`src/rtl/path_trace32_pkg.sv`:
```
// Shared definitions for the wavefront fabric and its path tracer: memory map,
// grid geometry, predecessor direction codes and nibble/entry packing helpers.
package path_trace32_pkg;

  localparam logic [31:0] ADDR_MAP  = 32'h4000_1000;
  localparam logic [31:0] ADDR_DIR  = 32'h4000_2000;
  localparam logic [31:0] ADDR_PATH = 32'h4000_3000;

  localparam int GRID_DIM  = 32;
  localparam int COORD_W   = $clog2(GRID_DIM);
  localparam int MAX_STEPS = 1024;

  localparam logic [COORD_W-1:0] EDGE_MAX = COORD_W'(GRID_DIM - 1);
  localparam logic [10:0]        MAX_LEN  = 11'(MAX_STEPS);

  // Predecessor codes: the neighbour the wavefront arrived from.
  localparam logic [3:0] DIR_ORIGIN = 4'd0;
  localparam logic [3:0] DIR_N      = 4'd1;
  localparam logic [3:0] DIR_E      = 4'd2;
  localparam logic [3:0] DIR_S      = 4'd3;
  localparam logic [3:0] DIR_W      = 4'd4;

  typedef enum logic [2:0] {
    ST_IDLE,
    ST_FETCH,
    ST_RD_WAIT,
    ST_DECODE,
    ST_WRITE,
    ST_WR_WAIT,
    ST_DONE
  } state_e;

  function automatic logic [3:0] get_nibble(input logic [31:0] word, input logic [2:0] idx);
    return word[{idx, 2'b00} +: 4];
  endfunction

  function automatic logic [15:0] make_entry(input logic [9:0] node);
    return {6'd0, node};
  endfunction

  function automatic logic [31:0] put_lane(input logic [31:0] word, input logic lane,
                                           input logic [15:0] entry);
    logic [31:0] w;
    w = word;
    if (lane) w[31:16] = entry;
    else      w[15:0]  = entry;
    return w;
  endfunction

endpackage

```
`src/rtl/path_step32.sv`:
```
// One backward step on the 32x32 grid: coordinate plus predecessor code gives the
// neighbour coordinate, flagging invalid codes and moves that would leave the grid.
module path_step32
  import path_trace32_pkg::*;
(
  input  logic [COORD_W-1:0] x_i,
  input  logic [COORD_W-1:0] y_i,
  input  logic [3:0]         dir_i,
  output logic [COORD_W-1:0] x_o,
  output logic [COORD_W-1:0] y_o,
  output logic               bad_o
);

  always_comb begin
    // NOTE: every output gets a default before the case so no path leaves one unassigned (no latch).
    x_o   = x_i;
    y_o   = y_i;
    bad_o = 1'b0;
    case (dir_i)
      DIR_ORIGIN: begin end
      DIR_N: if (y_i == '0)      bad_o = 1'b1; else y_o = y_i - 1'b1;
      DIR_E: if (x_i == EDGE_MAX) bad_o = 1'b1; else x_o = x_i + 1'b1;
      DIR_S: if (y_i == EDGE_MAX) bad_o = 1'b1; else y_o = y_i + 1'b1;
      DIR_W: if (x_i == '0)      bad_o = 1'b1; else x_o = x_i - 1'b1;
      default:                   bad_o = 1'b1;
    endcase
  end

endmodule

```
`src/rtl/path_trace32.sv`:
```
// Path tracer: walks the packed predecessor map from dest back to the origin and writes
// two 16-bit coordinate entries per path word. Optional last-word cache: TRACE_CACHE_EN.
module path_trace32
  import path_trace32_pkg::*;
(
  input  logic        clk,
  input  logic        arst_n,
  input  logic        ctrl_wr,
  input  logic [31:0] ctrl_in,
  output logic [31:0] ctrl_out,
  output logic [10:0] path_len,
  input  logic        txn_rdy,
  input  logic [31:0] txn_rdata,
  output logic [31:0] txn_wdata,
  output logic [31:0] txn_addr,
  output logic        txn_req,
  output logic        txn_wr,
  output logic        int_done
);

  state_e      state_q;
  logic        run_q, done_q, err_q;
  logic [9:0]  dest_q, cur_q, nxt_q;
  logic [10:0] path_len_q;
  logic        lane_q;
  logic [8:0]  wr_idx_q;
  logic [31:0] buf_q, word_q;
  logic        term_q, term_err_q, abort_q;
  logic        txn_req_q, txn_wr_q, int_done_q;
  logic [31:0] txn_addr_q, txn_wdata_q;

  logic [3:0]         dir;
  logic [COORD_W-1:0] nxt_x, nxt_y;
  logic               step_bad;
  logic [10:0]        len_inc;
  logic               is_origin, hit_limit, terminal;
  logic               abort_req, start_go, rd_accept, cache_hit;
  logic               unused_ctrl;

  assign dir = get_nibble(word_q, cur_q[2:0]);

  path_step32 u_step (
    .x_i   (cur_q[4:0]),
    .y_i   (cur_q[9:5]),
    .dir_i (dir),
    .x_o   (nxt_x),
    .y_o   (nxt_y),
    .bad_o (step_bad)
  );

  assign len_inc   = path_len_q + 11'd1;
  assign is_origin = (dir == DIR_ORIGIN);
  assign hit_limit = (len_inc == MAX_LEN) && !is_origin;
  assign terminal  = is_origin || step_bad || hit_limit;

  assign abort_req = ctrl_wr && !ctrl_in[31] && (state_q != ST_IDLE);
  assign start_go  = (state_q == ST_IDLE) && run_q && !ctrl_wr;
  assign rd_accept = (state_q == ST_RD_WAIT) && txn_rdy && !abort_q && !abort_req;

`ifdef TRACE_CACHE_EN
  logic       cache_valid_q;
  logic [6:0] cache_idx_q;

  // word_q doubles as the cached data; only its index and validity are tracked here.
  assign cache_hit = cache_valid_q && (cache_idx_q == cur_q[9:3]);

  always_ff @(posedge clk or negedge arst_n) begin
    if (!arst_n) begin
      cache_valid_q <= 1'b0;
      cache_idx_q   <= '0;
    end else if (start_go || abort_req) begin
      cache_valid_q <= 1'b0;
    end else if (rd_accept) begin
      cache_valid_q <= 1'b1;
      cache_idx_q   <= cur_q[9:3];
    end
  end
`else
  assign cache_hit = 1'b0;
`endif

  // NOTE: sequential state uses non-blocking assignments so every register sees pre-edge values.
  always_ff @(posedge clk or negedge arst_n) begin
    if (!arst_n) begin
      state_q     <= ST_IDLE;
      run_q       <= 1'b0;
      done_q      <= 1'b0;
      err_q       <= 1'b0;
      dest_q      <= '0;
      cur_q       <= '0;
      nxt_q       <= '0;
      path_len_q  <= '0;
      lane_q      <= 1'b0;
      wr_idx_q    <= '0;
      buf_q       <= '0;
      word_q      <= '0;
      term_q      <= 1'b0;
      term_err_q  <= 1'b0;
      abort_q     <= 1'b0;
      txn_req_q   <= 1'b0;
      txn_wr_q    <= 1'b0;
      txn_addr_q  <= '0;
      txn_wdata_q <= '0;
      int_done_q  <= 1'b0;
    end else begin
      txn_req_q  <= 1'b0;
      int_done_q <= 1'b0;
      if (abort_req) run_q <= 1'b0;

      case (state_q)
        ST_IDLE: begin
          if (ctrl_wr) begin
            run_q  <= ctrl_in[31];
            dest_q <= ctrl_in[9:0];
            if (ctrl_in[31]) begin
              done_q     <= 1'b0;
              err_q      <= 1'b0;
              path_len_q <= '0;
            end
          end else if (run_q) begin
            cur_q    <= dest_q;
            lane_q   <= 1'b0;
            wr_idx_q <= '0;
            buf_q    <= '0;
            term_q   <= 1'b0;
            abort_q  <= 1'b0;
            state_q  <= ST_FETCH;
          end
        end
        ST_FETCH: begin
          if (abort_req)      state_q <= ST_IDLE;
          else if (cache_hit) state_q <= ST_DECODE;
          else begin
            txn_req_q  <= 1'b1;
            txn_wr_q   <= 1'b0;
            txn_addr_q <= ADDR_DIR + {23'd0, cur_q[9:3], 2'b00};
            state_q    <= ST_RD_WAIT;
          end
        end
        ST_RD_WAIT: begin
          if (abort_req) abort_q <= 1'b1;
          if (txn_rdy) begin
            if (abort_q || abort_req) state_q <= ST_IDLE;
            else begin
              word_q  <= txn_rdata;
              state_q <= ST_DECODE;
            end
          end
        end
        ST_DECODE: begin
          if (abort_req) state_q <= ST_IDLE;
          else begin
            buf_q      <= put_lane(buf_q, lane_q, make_entry(cur_q));
            path_len_q <= len_inc;
            nxt_q      <= {nxt_y, nxt_x};
            term_q     <= terminal;
            term_err_q <= !is_origin;
            if (terminal || lane_q) state_q <= ST_WRITE;
            else begin
              lane_q  <= 1'b1;
              cur_q   <= {nxt_y, nxt_x};
              state_q <= ST_FETCH;
            end
          end
        end
        ST_WRITE: begin
          if (abort_req) state_q <= ST_IDLE;
          else begin
            txn_req_q   <= 1'b1;
            txn_wr_q    <= 1'b1;
            txn_addr_q  <= ADDR_PATH + {21'd0, wr_idx_q, 2'b00};
            txn_wdata_q <= buf_q;
            state_q     <= ST_WR_WAIT;
          end
        end
        ST_WR_WAIT: begin
          if (abort_req) abort_q <= 1'b1;
          if (txn_rdy) begin
            if (abort_q || abort_req) state_q <= ST_IDLE;
            else begin
              wr_idx_q <= wr_idx_q + 9'd1;
              buf_q    <= '0;
              lane_q   <= 1'b0;
              if (term_q) state_q <= ST_DONE;
              else begin
                cur_q   <= nxt_q;
                state_q <= ST_FETCH;
              end
            end
          end
        end
        ST_DONE: begin
          if (!abort_req) begin
            done_q     <= 1'b1;
            err_q      <= term_err_q;
            run_q      <= 1'b0;
            int_done_q <= 1'b1;
          end
          state_q <= ST_IDLE;
        end
        default: state_q <= ST_IDLE;
      endcase
    end
  end

  assign unused_ctrl = ^ctrl_in[30:10];

  assign ctrl_out  = {run_q, 15'd0, done_q, err_q, 4'd0, dest_q};
  assign path_len  = path_len_q;
  assign txn_req   = txn_req_q;
  assign txn_wr    = txn_wr_q;
  assign txn_addr  = txn_addr_q;
  assign txn_wdata = txn_wdata_q;
  assign int_done  = int_done_q;

endmodule

```
`config.mk`:
```
export PLATFORM = sky130hd
export DESIGN_NAME = path_trace32
export DESIGN_NICKNAME = d
export VERILOG_FILES = /design/src/rtl/path_trace32_pkg.sv /design/src/rtl/path_step32.sv /design/src/rtl/path_trace32.sv
export SDC_FILE = /design/constraint.sdc
export NUM_CORES = 1
export LEC_CHECK = 0
export BUFFER_PORTS_ARGS = -buffer_cell sky130_fd_sc_hd__clkbuf_2
export CAP_MARGIN = 20
export CORE_MARGIN = 2
export CORE_UTILIZATION = 50
export DETAILED_ROUTE_END_ITERATION = 7
export GPL_TIMING_DRIVEN = 1
export PLACE_DENSITY = 0.75
export SETUP_SLACK_MARGIN = 0.5
export SYNTH_ARGS = -nofsm -noshare
export SYNTH_HDL_FRONTEND = slang
export SYNTH_HIERARCHICAL = 1
export SYNTH_SLANG_ARGS = --single-unit
```
`constraint.sdc`:
```
create_clock -name clk -period 4.6 [get_ports clk]
set_input_delay 0.69 -clock clk [delete_from_list [all_inputs] [get_ports clk]]
set_output_delay 0.69 -clock clk [all_outputs]
set_load 0.1 [all_outputs]
```
==> flow_summary.json <==
{
  "outcome": "complete, no violations",
  "rows": 45,
  "setup.worst_path.end": "cur_q[0]",
  "fillers": 1316,
  "dp_hpwl_mm": 10.9,
  "clock_skew_ps": 9.86,
  "ir_drop_mv": 0.568,
  "fin_cells": 1045,
  "io_buffer_count": 105,
  "synth-edff-count": 0,
  "final_cell_mix": "dfrtp_1 (143), nand2_1 (123), clkbuf_2 (105)",
  "sw_frac_of_total_pct": 48.3,
  "drive_above_1_share_pct": 29.3,
  "cts.sinks": 145,
  "grt_first_pass_wirelength_mm": 26.5,
  "wire_per_inst_um": 15.4,
  "worstSetupStartpoint": "cur_q[0]",
  "wirelength_mm": 16.1,
  "synth-seq-cells": 145,
  "num_vias": 5683,
  "clkPwrFrac_pct": 19.4,
  "cp-start-kind": "register",
  "yosysWarnings": 6,
  "numCtsBuffers": 17,
  "io_pins": 178,
  "intPower_uw": 3800,
  "finalHoldViolations": 0,
  "grt_pass1_vias": 5397,
  "pwr-share-seq_pct": 29.4,
  "die-area_sq_mm": 0.0164,
  "crit_chain": "mux4_1 -> mux2_2 -> nor4b_4 -> o41ai_2 -> a221o_1 -> or3_1 -> a221o_2 -> mux2_4",
  "cts_htree_levels": 4,
  "finalCritPeriodShare_pct": 84.6,
  "final_nets": 919,
  "clk_pin_slew_ps": 60,
  "cp.required_ps": 4910,
  "dp.cells": 1009,
  "synthTopCellsByArea": "dfrtp_1 (47%), mux2_2 (9.7%), nand2_1 (6.0%)",
  "start_util_pct": 51.0,
  "synthToLayoutAreaGrowth_pct": 14.3,
  "ant_nets": 0,
  "power.share.combinational_pct": 51.2,
  "min_period_ps": 3890,
  "dpl_worst_slack_ps": 338,
  "switchingPower_uw": 3540,
  "synth_top_area_share_pct": 47.2,
  "setup_ws_ps": 711,
  "cp_max_fo": 10,
  "fp.dieW_um": 128,
  "synth_top_area_cell": "dfrtp_1",
  "cts_hold_buf": 0,
  "syn_inst": 748,
  "rsz0062_at_grt": "no",
  "cap_violations": 0,
  "grt_max_degree": 96,
  "path_class": "register to register",
  "min_path_type": "input pin to asynchronous set/reset pin",
  "worst_setup_path_end_kind": "register",
  "core_sq_mm": 0.0151,
  "drt_pass1_iterations": 6,
  "grt_overflow_total": 0,
  "synth.avg_cell_area_sq_um": 10.3,
  "gp_congestion": 0.881,
  "max_stage_delay_ps": 600,
  "avgViaCountPerCell": 5.44,
  "placed_area_sq_mm": 0.00814,
  "drv_slew": 0,
  "synth_flop_cell": "dfrtp_1",
  "drc": 0,
  "relSlewSlack_pct": 43.8,
  "power_leakage_uw": 0.00426,
  "tritoncts": "built",
  "postSynth.asyncResetShare_pct": 100,
  "regToRegEndpoint": "cur_q[0]",
  "cts_buffer_depth": 2,
  "fmax_mhz": 257,
  "ys_seq_area_share_pct": 47.2,
  "n_antenna_cell": 0,
  "setup_viol": 0,
  "drt_iter0_drc": 349,
  "finalInstanceArea_sq_mm": 0.00879,
  "syn-cell-area_sq_mm": 0.00769,
  "worstPathArrival_ps": 4200,
  "worst_slew_pin_slew_ps": 842,
  "fp.dieH_um": 128,
  "r2r-start": "cur_q[0]",
  "final_common_cell": "dfrtp_1",
  "slowest_stage": "mux4_1",
  "worstSkewPairLatency_ps": 430,
  "synth_cell_types": 67,
  "grt_usage_pct": 20.5,
  "reg2reg_depth": 8,
  "cts_root_buffer": "clkbuf_16",
  "reg2reg_slack_ps": 710,
  "pwr_density_cell_mw_per_mm2": 835,
  "antenna_found_initial": 0,
  "final.setup.tns_ps": 0,
  "post-route-util_pct": 58.2
}
## cells by family after synthesis
| family | share of synthesized area (%) |
|---|---|
| AO/OA/AOI/OAI | 10.9 |
| XOR/XNOR | 1.03 |
| adder cells (fa/ha/maj) | 1.14 |
| buffers and inverters | 8.58 |
| flip-flops | 47.2 |
| multiplexers | 16.0 |
| other | 0.0488 |
| AND/OR/NAND/NOR | 15.1 |
## sequential cells by signal, indices dropped and copies added, names as in the netlist
signal / flops
nxt_q: 10
path_len: 11
cur_q: 10
run_q: 1
done_q: 1
lane_q: 1
dest_q: 10
err_q: 1
abort_q: 1
txn_addr: 11
word_q: 32
wr_idx_q: 9
int_done: 1
txn_wdata: 20
state_q: 3
txn_req: 1
term_err_q: 1
term_q: 1
buf_q: 20
## how the worst min path moves through the flow
stage	start	end	slack, ps
global placement	nxt_q[3]	nxt_q[3]	460
floorplan	arst_n	abort_q	390
global route	arst_n	word_q[7]	420
CTS	arst_n	word_q[12]	380
detailed placement	term_err_q	err_q	460
finish	arst_n	word_q[15]	340
## worst max-delay path, delay by kind of cell, from the launching register on
kind            cells  cell delay (ps)
simple gates        2              740
mux                 3             1330
compound gates      3             1160
flops               1              530
## layer usage
metal / vias to the layer above / track usage, % / share of wire [%]
li1: 2723 / - / -
met1: 2782 / 27.5 / 46
met2: 156 / 32.7 / 48
met3: 22 / 4.13 / 3.8
met4: 0 / 8.60 / 2.1
met5: - / 0 / 0
## power by group through the flow
stage          registers (uW)  clock network [uW]  logic (uW)
2_1_floorplan            2980                   0        2260
3_3_place_gp             2160                   0        3650
3_5_place_dp             2170                   0        3710
4_1_cts                  2150                1450        3730
5_1_grt                  2230                1510        4020
6_report                 2160                1420        3760
## area by class of cell
type                    instances  area, sq um  share of cell area [%]
multi-input cells             544         3600                    41.0
clock inverters                12          154                    1.75
clock buffers                  20          457                    5.20
repair buffers                121          656                    7.46
inverters                      15         56.3                   0.641
well taps                     188          235                    2.68
flip-flops and latches        145         3630                    41.3
## Yosys cell counts, types with 4 or more instances
| library cell | instances |
|---|---|
| mux4_1 | 8 |
| nor3_1 | 11 |
| inv_1 | 14 |
| nand4_1 | 9 |
| clkbuf_1 | 26 |
| mux2_2 | 66 |
| nand3_1 | 15 |
| dfrtp_1 | 145 |
| nor4_1 | 5 |
| mux2_4 | 11 |
| nor2_1 | 50 |
| a31oi_1 | 7 |
| o22ai_1 | 4 |
| buf_2 | 7 |
| or2_2 | 4 |
| xnor2_1 | 6 |
| buf_6 | 4 |
| buf_4 | 56 |
| nand2_1 | 123 |
| a21oi_1 | 21 |
| o21ai_0 | 61 |
| or3_1 | 4 |
| a22oi_1 | 10 |
| ha_1 | 7 |
| mux2i_1 | 11 |
## per-stage QoR
| step | power, uW | hold slack (ps) |
|---|---|---|
| 2_1_floorplan | 5250 | 394 |
| 3_3_place_gp | 5810 | 458 |
| 3_5_place_dp | 5880 | 457 |
| 4_1_cts | 7330 | 381 |
| 5_1_grt | 7760 | 421 |
| 6_report | 7340 | 343 |
## what timing repair did
item	CTS	global route
gates cloned	0	0
endpoints found under the setup margin	10	10
setup buffers	0	2
gates resized for setup	3	0
pin swaps	0	1
Note: power is estimated with default switching activity, not from simulation.
